## config.mk

```make
export PLATFORM = sky130hd
export DESIGN_NAME = approx_prod_accum
export DESIGN_NICKNAME = d
export VERILOG_FILES = /design/src/rtl/approx_prod_accum.sv
export SDC_FILE = /design/constraint.sdc
export NUM_CORES = 1
export LEC_CHECK = 0
export CAP_MARGIN = 25
export CORE_ASPECT_RATIO = 1.1
export CORE_MARGIN = 2
export CORE_UTILIZATION = 25
export CTS_CLUSTER_SIZE = 28
export DETAILED_ROUTE_END_ITERATION = 12
export GPL_TIMING_DRIVEN = 0
export PLACE_DENSITY = 0.51
export SLEW_MARGIN = 20
export SYNTH_ARGS = -nofsm -noshare
export SYNTH_HDL_FRONTEND = slang
export SYNTH_SLANG_ARGS = --single-unit
```

## constraint.sdc

```tcl
create_clock -name clk -period 3.9 [get_ports clk]
set_input_delay 0.78 -clock clk [delete_from_list [all_inputs] [get_ports clk]]
set_output_delay 0.78 -clock clk [all_outputs]
set_load 0.01 [all_outputs]
```

## src/rtl/approx_prod_accum.sv

```systemverilog
// approx_prod_accum
//   Streaming accumulator placed after the 8x8 approximate multiplier. It
//   accepts one 16-bit product per valid/ready handshake and adds FRAME_LEN
//   products into an unsigned saturating sum. It then presents the frame
//   result on a valid/ready output and holds it until the consumer takes it.
//
// Ports
//   clk        rising-edge clock
//   rst        synchronous, active-high reset
//   in_valid   in_prod carries a product
//   in_ready   block accepts a product this cycle (registered, state only)
//   in_prod    unsigned 16-bit product
//   in_last    (only with APPROX_ACC_LAST_EN) ends the frame early
//   out_valid  frame result valid
//   out_ready  consumer takes the result
//   out_sum    accumulated or saturated frame sum
//   out_count  number of products in the reported frame
//   out_sat    saturation happened at least once in the reported frame
//
// Configuration
//   APPROX_ACC_LAST_EN : when defined, adds in_last after in_prod. An accepted
//   in_last closes the frame early, and out_count reports the real length.
module approx_prod_accum #(
  parameter int ACC_W     = 24,
  parameter int FRAME_LEN = 16,
  parameter int CNT_W     = 8
) (
  input  logic             clk,
  input  logic             rst,
  input  logic             in_valid,
  output logic             in_ready,
  input  logic [15:0]      in_prod,
`ifdef APPROX_ACC_LAST_EN
  input  logic             in_last,
`endif
  output logic             out_valid,
  input  logic             out_ready,
  output logic [ACC_W-1:0] out_sum,
  output logic [CNT_W-1:0] out_count,
  output logic             out_sat
);

  typedef enum logic [0:0] {ACCUM = 1'b0, HOLD = 1'b1} state_t;

  localparam logic [CNT_W-1:0] FRAME_CNT = CNT_W'(FRAME_LEN);

  state_t           state_r, state_s;
  logic [ACC_W-1:0] acc_r, acc_s;
  logic [CNT_W-1:0] cnt_r, cnt_s;
  logic             sat_r, sat_s;
  logic             in_ready_r, out_valid_r;
  logic [ACC_W-1:0] out_sum_r;
  logic [CNT_W-1:0] out_count_r;
  logic             out_sat_r;

  logic             accept_s;
  logic             last_s;
  logic             load_s;
  logic [ACC_W:0]   sum_s;
  logic [CNT_W-1:0] cnt_inc_s;

`ifdef APPROX_ACC_LAST_EN
  assign last_s = in_last;
`else
  assign last_s = 1'b0;
`endif

  // in_ready_r is high only in ACCUM, so no accept can happen while a result is held.
  assign accept_s  = in_valid && in_ready_r;
  // One extra bit catches the carry that signals overflow.
  assign sum_s     = {1'b0, acc_r} + {{(ACC_W-15){1'b0}}, in_prod};
  assign cnt_inc_s = cnt_r + {{(CNT_W-1){1'b0}}, 1'b1};

  // Next-state, accumulator update and result-load decision
  always_comb begin
    state_s = state_r;
    acc_s   = acc_r;
    cnt_s   = cnt_r;
    sat_s   = sat_r;
    load_s  = 1'b0;
    case (state_r)
      ACCUM: begin
        if (accept_s) begin
          cnt_s = cnt_inc_s;
          if (sum_s[ACC_W]) begin
            acc_s = {ACC_W{1'b1}};
            sat_s = 1'b1;
          end else begin
            acc_s = sum_s[ACC_W-1:0];
            sat_s = sat_r;
          end
          if ((cnt_inc_s == FRAME_CNT) || last_s) begin
            state_s = HOLD;
            load_s  = 1'b1;
          end else begin
            state_s = ACCUM;
          end
        end else begin
          state_s = ACCUM;
        end
      end
      HOLD: begin
        if (out_ready) begin
          state_s = ACCUM;
          acc_s   = {ACC_W{1'b0}};
          cnt_s   = {CNT_W{1'b0}};
          sat_s   = 1'b0;
        end else begin
          state_s = HOLD;
        end
      end
      default: begin
        state_s = ACCUM;
        acc_s   = {ACC_W{1'b0}};
        cnt_s   = {CNT_W{1'b0}};
        sat_s   = 1'b0;
      end
    endcase
  end

  // State, accumulator, handshake flags and result registers
  always_ff @(posedge clk) begin
    if (rst) begin
      state_r     <= ACCUM;
      acc_r       <= {ACC_W{1'b0}};
      cnt_r       <= {CNT_W{1'b0}};
      sat_r       <= 1'b0;
      in_ready_r  <= 1'b1;
      out_valid_r <= 1'b0;
      out_sum_r   <= {ACC_W{1'b0}};
      out_count_r <= {CNT_W{1'b0}};
      out_sat_r   <= 1'b0;
    end else begin
      state_r     <= state_s;
      acc_r       <= acc_s;
      cnt_r       <= cnt_s;
      sat_r       <= sat_s;
      in_ready_r  <= (state_s == ACCUM);
      out_valid_r <= (state_s == HOLD);
      // The load captures the values that already include the closing accept.
      if (load_s) begin
        out_sum_r   <= acc_s;
        out_count_r <= cnt_s;
        out_sat_r   <= sat_s;
      end else begin
        out_sum_r   <= out_sum_r;
        out_count_r <= out_count_r;
        out_sat_r   <= out_sat_r;
      end
    end
  end

  assign in_ready  = in_ready_r;
  assign out_valid = out_valid_r;
  assign out_sum   = out_sum_r;
  assign out_count = out_count_r;
  assign out_sat   = out_sat_r;

endmodule

```

==> summary.md, run 1 <==
| Metric | Value |
|---|---|
| Outcome | completed |
| Residual DRC count | 0 |
| Hold path cells | 2 |
| Antenna violations before repair | 0 |
| First-pass GRT wire length | about 20 mm |
| PortBufs | 54 |
| Setup bufs post-CTS | 0 |
| Fin crit share | roughly 96% |
| Setup CP Type | input pin to flop |
| GPL Wtd Cong | 0.871 |
| GRT Total Usage | about 16% |
| Cell count after synthesis | 464 |
| Max Transition Viols Final | 0 |
| Dpl ws | -136 ps |
| Nets | about 570 |
| Crit end category | flop |
| Final instance area | 0.00486 mm2 |
| Wl on met1 | approximately 5.7 mm |
| RSZ-0062 raised after global routing | no |
| Dominant synthesized flop cell | dfxtp_1 |
| Area fraction of the dominant cell type after synthesis | 36.3% |
| Top routing layer in use | met4 |
| Die X-Extent | between 100 and 150 um |
| Hold bufs inserted after CTS | 0 |
| Clock latency at the later pin of the worst-skew pair | 340 ps |
| Static leakage | roughly 1.9 nW |
| Final clock skew | 7.67 ps |
| Worst EP required | ~4000 ps |
| P&R area growth vs syn | 29.7% |
| Post-route setup TNS | 0 ps |
| Routed wl met3 | 472 um |
| Rows | 46 |
| Final core utilization | between 30% and 40% |
| Synth cell types | 70 |
| Clk sinks | about 70 |
| Root buffer cell | clkbuf_16 |
| Hpwl dp | between 9 and 10 mm |
| Final WS setup | 165 ps |
| Yosys top cell by area | dfxtp_1 |
| EDFF count, synth | 0 |
| Sequential share of the synthesized area | roughly 36% |
| Synthesized flop and latch total | 68 |
| DRT antenna net count | 0 |
| DR iter-0 viols | ~180 |
| Clk buf depth | 2 |
| Die Ht | ~130 um |
| Worst Path Arrival | between 3000 and 4000 ps |
| Slew @ Worst Pin | just over 700 ps |
| Worst Hold End | out_sum[8] |
| Hold WC Path Type | flop to flop |
| Pwr dens | approximately 430 mW/mm2 |
| Min cycle time layout | between 3000 and 4000 ps |
| Final Hold Vio Count | 0 |
| Maximum clock frequency | roughly 270 MHz |
| Setup violators final | 0 |
| DR WL/cell | between 15 and 20 um |
| Die ar. | 0.0160 mm2 |
| Vias in the first global route | ~3600 |
| R2R depth | 9 |
| Inserted Diodes | 0 |
| CTS tree | built |
| Max Cap Viol | 0 |
| Syn_area_per_cell | slightly above 8 um2 |
| Synth warn | 0 |
| Cell Area, Synth | around 0.0037 mm2 |
| CTS resizes | 0 |
| Worst-path clk slew | ~60 ps |
| Max H-tree Level | 3 |
| Worst IR Drop VDD | approximately 0.14 mV |
| Start point of the worst hold path | out_sum[8] |
| Num CTS Buffers | 9 |
| CP Max Fanout | 9 |
| Critical Path Source Type | input pin |
| Max transition margin | approximately half |
| Syn nets | 503 |
| Core area | roughly 0.015 mm2 |
| Vias | 3613 |
| Largest cells by area after synthesis | dfxtp_1 36%, nand2_1 6.1%, ha_1 6.0%, nor2_1 6.0%, a21oi_1 5.2% |
| WL met2 | about 5.7 mm |
| Total grt overflow | 0 |
| DR vias/cell | 4.98 |
| Final wirelength | about 12 mm |
| Reg2reg setup slack | around 740 ps |
| Reg2reg end | out_sum[10] |
| First-pass DRT Iterations | 4 |
| Share of flip-flops with an asynchronous set or reset | 0% |
| Fill cell count | ~1500 |
| Largest net degree at the start of global routing | 12 |
| Initial core utilization | between 20% and 30% |
| Share of post-route cells with drive strength above 1 | just over 6% |
| Ports | between 50 and 60 |
| R2R Path Start | acc_r[0] |
| Area after DPL | ~0.0045 mm2 |
| Tot Pwr | roughly 2.1 mW |
-- layer usage --
layer  track usage (%)  vias to the layer above
met5                 0                        -
met4              6.01                        0
met3              2.67                       15
met2              25.5                       64
met1              20.7                     1729
li1                  -                     1805
-- how the worst max path moves through the flow --
stage	from	end	depth (start not counted)	slack [ps]
floorplan	in_prod[0]	acc_r[22]	10	900
global placement	in_prod[0]	out_sum[10]	10	-150
detailed placement	in_prod[0]	out_sum[10]	10	-140
CTS	in_prod[0]	out_sum[10]	10	200
global route	in_prod[0]	out_sum[10]	10	40
finish	in_prod[0]	out_sum[10]	10	160
-- layout make-up --
cell class	instances	area, um2	area share [%]
sequential	68	1360	28.0
inverter	9	33.8	0.695
clock inverter	5	100	2.06
multi-input combinational	365	2220	45.6
tap	192	240	4.94
buffer	22	135	2.78
timing repair buffer	54	541	11.1
clock buffer	11	233	4.79
-- where the power goes --
part	leakage (nW)	internal, mW	switching [mW]
clock network	0.163	0.623	0.321
registers	0.551	0.723	0.0207
logic	1.17	0.152	0.227
total	1.88	1.50	0.570
-- critical path, cell delays in order --
cell and delay [ps]:
clkdlybuf4s50_1 430, ha_1 260, fa_1 450, a211oi_2 270, o211ai_1 150, a311o_2 480, nand2_1 290, nor2_1 270
o21ai_0 450, a21oi_1 120
-- Yosys cell counts (3+ instances only) --
cell	instances
a211oi_1	9
a21o_1	3
a21oi_1	39
a22o_1	5
a22oi_1	6
a31oi_1	5
and2_1	3
and3_1	8
buf_2	3
buf_6	3
clkbuf_1	12
dfxtp_1	68
ha_1	18
inv_1	8
nand2_1	61
nand3_1	11
nand4_1	3
nor2_1	60
nor3_1	10
nor3b_1	4
nor4_1	4
o211ai_1	5
o21ai_0	38
xnor2_1	14
xor2_1	9
-- cells by family after synthesis --
family / count (synthesis) / synth area share, %
buffers and inverters: 31 / 4.50
adders and majority gates: 19 / 6.54
and+or+nand+nor: 181 / 22.7
DFF: 68 / 36.3
AOI/OAI and AO/OA: 140 / 24.1
muxes: 2 / 0.567
xor gates and xnor gates: 23 / 5.37
-- metrics by stage --
stage / hold slack [ps] / instances
2_1_floorplan: 420 / 464
3_3_place_gp: 428 / 710
3_5_place_dp: 435 / 710
4_1_cts: 442 / 726
5_1_grt: 459 / 726
6_report: 436 / 726
-- sequential cells by signal, summed over array words and instances, names as in the netlist --
| signal | flops |
|---|---|
| in_ready | 1 |
| acc_r | 24 |
| out_valid | 1 |
| out_sat | 1 |
| cnt_r | 8 |
| out_count | 8 |
| out_sum | 24 |
| sat_r | 1 |
-- cells in the final DEF (no fill, tap or decap), types with 2 or more instances in the layout --
| cell | count |
|---|---|
| nor3b_1 | 4 |
| o21bai_1 | 2 |
| a32oi_1 | 2 |
| xor2_1 | 9 |
| xnor2_1 | 14 |
| a21oi_1 | 39 |
| a31oi_1 | 5 |
| inv_1 | 8 |
| a21o_1 | 3 |
| and3_1 | 8 |
| clkbuf_8 | 2 |
| o21ai_0 | 38 |
| a211oi_1 | 9 |
| nor3_1 | 10 |
| and2_1 | 3 |
| clkbuf_16 | 9 |
| o21a_1 | 2 |
| o211ai_1 | 5 |
| o22ai_1 | 2 |
| dfxtp_1 | 68 |
| nand4bb_1 | 2 |
| clkdlybuf4s50_1 | 54 |
| a311oi_1 | 2 |
| nand2_1 | 61 |
| ha_1 | 18 |
| buf_6 | 3 |
| clkinv_2 | 2 |
| bufinv_16 | 3 |
| nand4_1 | 3 |
| clkbuf_1 | 14 |
| nor4_1 | 4 |
| a32o_1 | 2 |
| a22o_1 | 5 |
| nand4b_1 | 2 |
| nor2_1 | 60 |
| a22oi_1 | 6 |
| nand3_1 | 11 |
| buf_2 | 3 |
| nor2b_1 | 2 |
No activity file was read; power rests on OpenSTA's default activity.
==> run 2: changes to the inputs <==
--- a/config.mk
+++ b/config.mk
@@ -13,7 +13,7 @@
 export DETAILED_ROUTE_END_ITERATION = 12
 export GPL_TIMING_DRIVEN = 0
 export PLACE_DENSITY = 0.51
-export SLEW_MARGIN = 20
+export SLEW_MARGIN = 0
 export SYNTH_ARGS = -nofsm -noshare
 export SYNTH_HDL_FRONTEND = slang
 export SYNTH_SLANG_ARGS = --single-unit
==> results of run 2 <==
Final layout, timing and power as in run 1 (identical DEF).
==> run 3: changes to the inputs <==
--- a/config.mk
+++ b/config.mk
@@ -12,7 +12,6 @@
 export CTS_CLUSTER_SIZE = 28
 export DETAILED_ROUTE_END_ITERATION = 12
 export GPL_TIMING_DRIVEN = 0
-export PLACE_DENSITY = 0.51
 export SLEW_MARGIN = 0
 export SYNTH_ARGS = -nofsm -noshare
 export SYNTH_HDL_FRONTEND = slang
==> run 3 against run 2 <==
  * Via count grew 1.3%
  * Cell count decreased by 0.28%
  * Hold slack better by 3.8 ps
  * Maximum frequency grew 4.3%
  * Core utilization shrank 0.52 points
  * Sequential share of layout area is 0.44 points higher
  * Clock-buffer cell count unchanged
  * Clock power fell by 23%
  * Critical path depth did not move
  * Sequential power about the same
  * Wire length decreased by 7.2%
  * Largest cell class unchanged
==> summary.md, run 3 (synthesis results as in run 1) <==
| Metric | Value |
|---|---|
| Outcome | completed |
| Most frequent cells in the layout | 68 x dfxtp_1, 61 x nand2_1, 60 x nor2_1, 54 x clkdlybuf4s50_1, 39 x a21oi_1 |
| P&R area growth vs syn | 27.7% |
| Maximum clock frequency | around 280 MHz |
| Min cycle time layout | approximately 3600 ps |
| Share of post-route cells with drive strength above 1 | 6.02% |
| Clock latency at the later pin of the worst-skew pair | around 340 ps |
| Root buffer cell | clkbuf_16 |
| Max H-tree Level | 3 |
| Rows | between 40 and 50 |
| Most common cell after layout, fill and taps aside | dfxtp_1 |
| Setup CP Type | input pin to flop |
| Num CTS Buffers | 9 |
| Hpwl dp | around 8.4 mm |
| Crit end category | flop |
| Largest net degree at the start of global routing | 11 |
| Antenna violations before repair | 0 |
| Worst Path Arrival | about 3800 ps |
| Hold path cells | 2 |
| Hold WS | ~440 ps |
| Crit-path cells | clkdlybuf4s50_1 -> ha_1 -> fa_1 -> a211oi_2 -> o211ai_1 -> a311o_2 -> nand2_1 -> nor2_1 -> o21ai_0 -> a21oi_1 |
| Residual DRC count | 0 |
| Hold WC Path Type | flop to flop |
| First-pass DRT Iterations | 4 |
| Hold bufs inserted after CTS | 0 |
| DR WL/cell | 15.6 um |
| GRT Total Usage | 14.5% |
| Die Ht | roughly 130 um |
| Inserted Diodes | 0 |
| Fin crit share | between 90% and 100% |
| DR vias/cell | around 5 |
| Max Transition Viols Final | 0 |
| CTS resizes | 0 |
| Setup violators final | 0 |
| Max Cap Viol | 0 |
| Pwr dens | just under 400 mW/mm2 |
| R2R depth | 9 |
| Critical Path Source Type | input pin |
| Area after DPL | roughly 0.0045 mm2 |
| Clock network power share | 39.5% |
| RSZ-0062 raised after global routing | no |
| Vias | around 3700 |
| CP max stage delay | between 400 and 500 ps |
| Register share of total power | approximately 40% |
| PortBufs | 54 |
| Die ar. | approximately 0.016 mm2 |
| Final wirelength | approximately 11 mm |
| Internal | ~1.3 mW |
| Slew @ Worst Pin | 758 ps |
| First-pass GRT wire length | between 15 and 20 mm |
| CTS tree | built |
| Initial core utilization | roughly a quarter |
| Combinational share of power | between 20 and 25% |
| Final instance area | approximately 0.0048 mm2 |
| Nets | around 570 |
| Net switching fraction of the power | between 20% and 30% |
| CP Max Fanout | 9 |
| Psw | 542 uW |
| DR iter-0 viols | around 230 |
| DRT antenna net count | 0 |
| Worst-path clk slew | 60 ps |
| Ports | 55 |
| Total grt overflow | 0 |
| Core area | ~0.015 mm2 |
| Static leakage | 1.85 nW |
| Worst EP required | slightly above 4000 ps |
| Setup bufs post-CTS | 0 |
| GPL Wtd Cong | around 0.95 |
| Die X-Extent | between 100 and 150 um |
| Final clock skew | approximately 7.5 ps |
| Max transition margin | approximately half |
| Worst IR Drop VDD | 0.191 mV |
| Final Hold Vio Count | 0 |
| Slowest stage cell, crit path | a311o_2 |
| Clk sinks | approximately 70 |
| Clk buf depth | 2 |
| Vias in the first global route | around 3600 |
## run 3: cell types whose count changed in the layout (fill, tap and decap cells not counted), sizes merged
cell / change
bufinv: -3
clkinv: +1
## run 3: area by class of cell
type	count	area, um2
well taps	192	240
multi-input cells	365	2220
repair buffers	54	541
clock inverters	3	15.0
inverters	9	33.8
fillers	1534	9770
plain buffers	22	135
clock buffers	11	243
flip-flops and latches	68	1360
## run 3: worst paths after layout
kind | slack [ps] | startpoint | endpoint
worst max-delay path | 320 | in_prod[0] | out_sum[10]
worst min-delay path | 440 | acc_r[12] | acc_r[12]
worst max register to register | 910 | acc_r[0] | out_sum[10]
worst min register to register | 440 | acc_r[12] | acc_r[12]
## run 3: power groups by stage
| stage | sequential, mW | combinational (mW) | clock [mW] |
|---|---|---|---|
| 5_1_grt | 0.747 | 0.425 | 0.782 |
| 6_report | 0.744 | 0.377 | 0.732 |
| 3_3_place_gp | 0.757 | 0.370 | 0 |
| 4_1_cts | 0.744 | 0.373 | 0.746 |
| 2_1_floorplan | 0.753 | 0.275 | 0 |
| 3_5_place_dp | 0.758 | 0.370 | 0 |
## run 3: per-layer routing
metal	GRT usage, %	vias to the layer above	share of wire (%)
met5	0	-	0
met4	5.30	0	1.6
met3	2.84	13	6.8
met2	23.3	119	46
met1	19.3	1721	46
li1	-	1808	-
## run 3: stage by stage
step	total power, mW	setup WS (ps)	cells	TNS, ps	util, %
6_report	1.85	318	724	0	32.9
3_5_place_dp	1.13	-50.6	710	-60.0	31.1
4_1_cts	1.86	290	724	0	32.9
5_1_grt	1.95	123	724	0	32.9
3_3_place_gp	1.13	-50.9	710	-64.5	31.1
2_1_floorplan	1.03	900	464	0	-
## run 3: critical path: cells and delay by family
kind | cells | cell delay (ps)
AO/OA/AOI/OAI | 5 | 1370
adder cells (fa/ha/maj) | 2 | 700
buffers and inverters | 1 | 440
AND/OR/NAND/NOR | 2 | 500
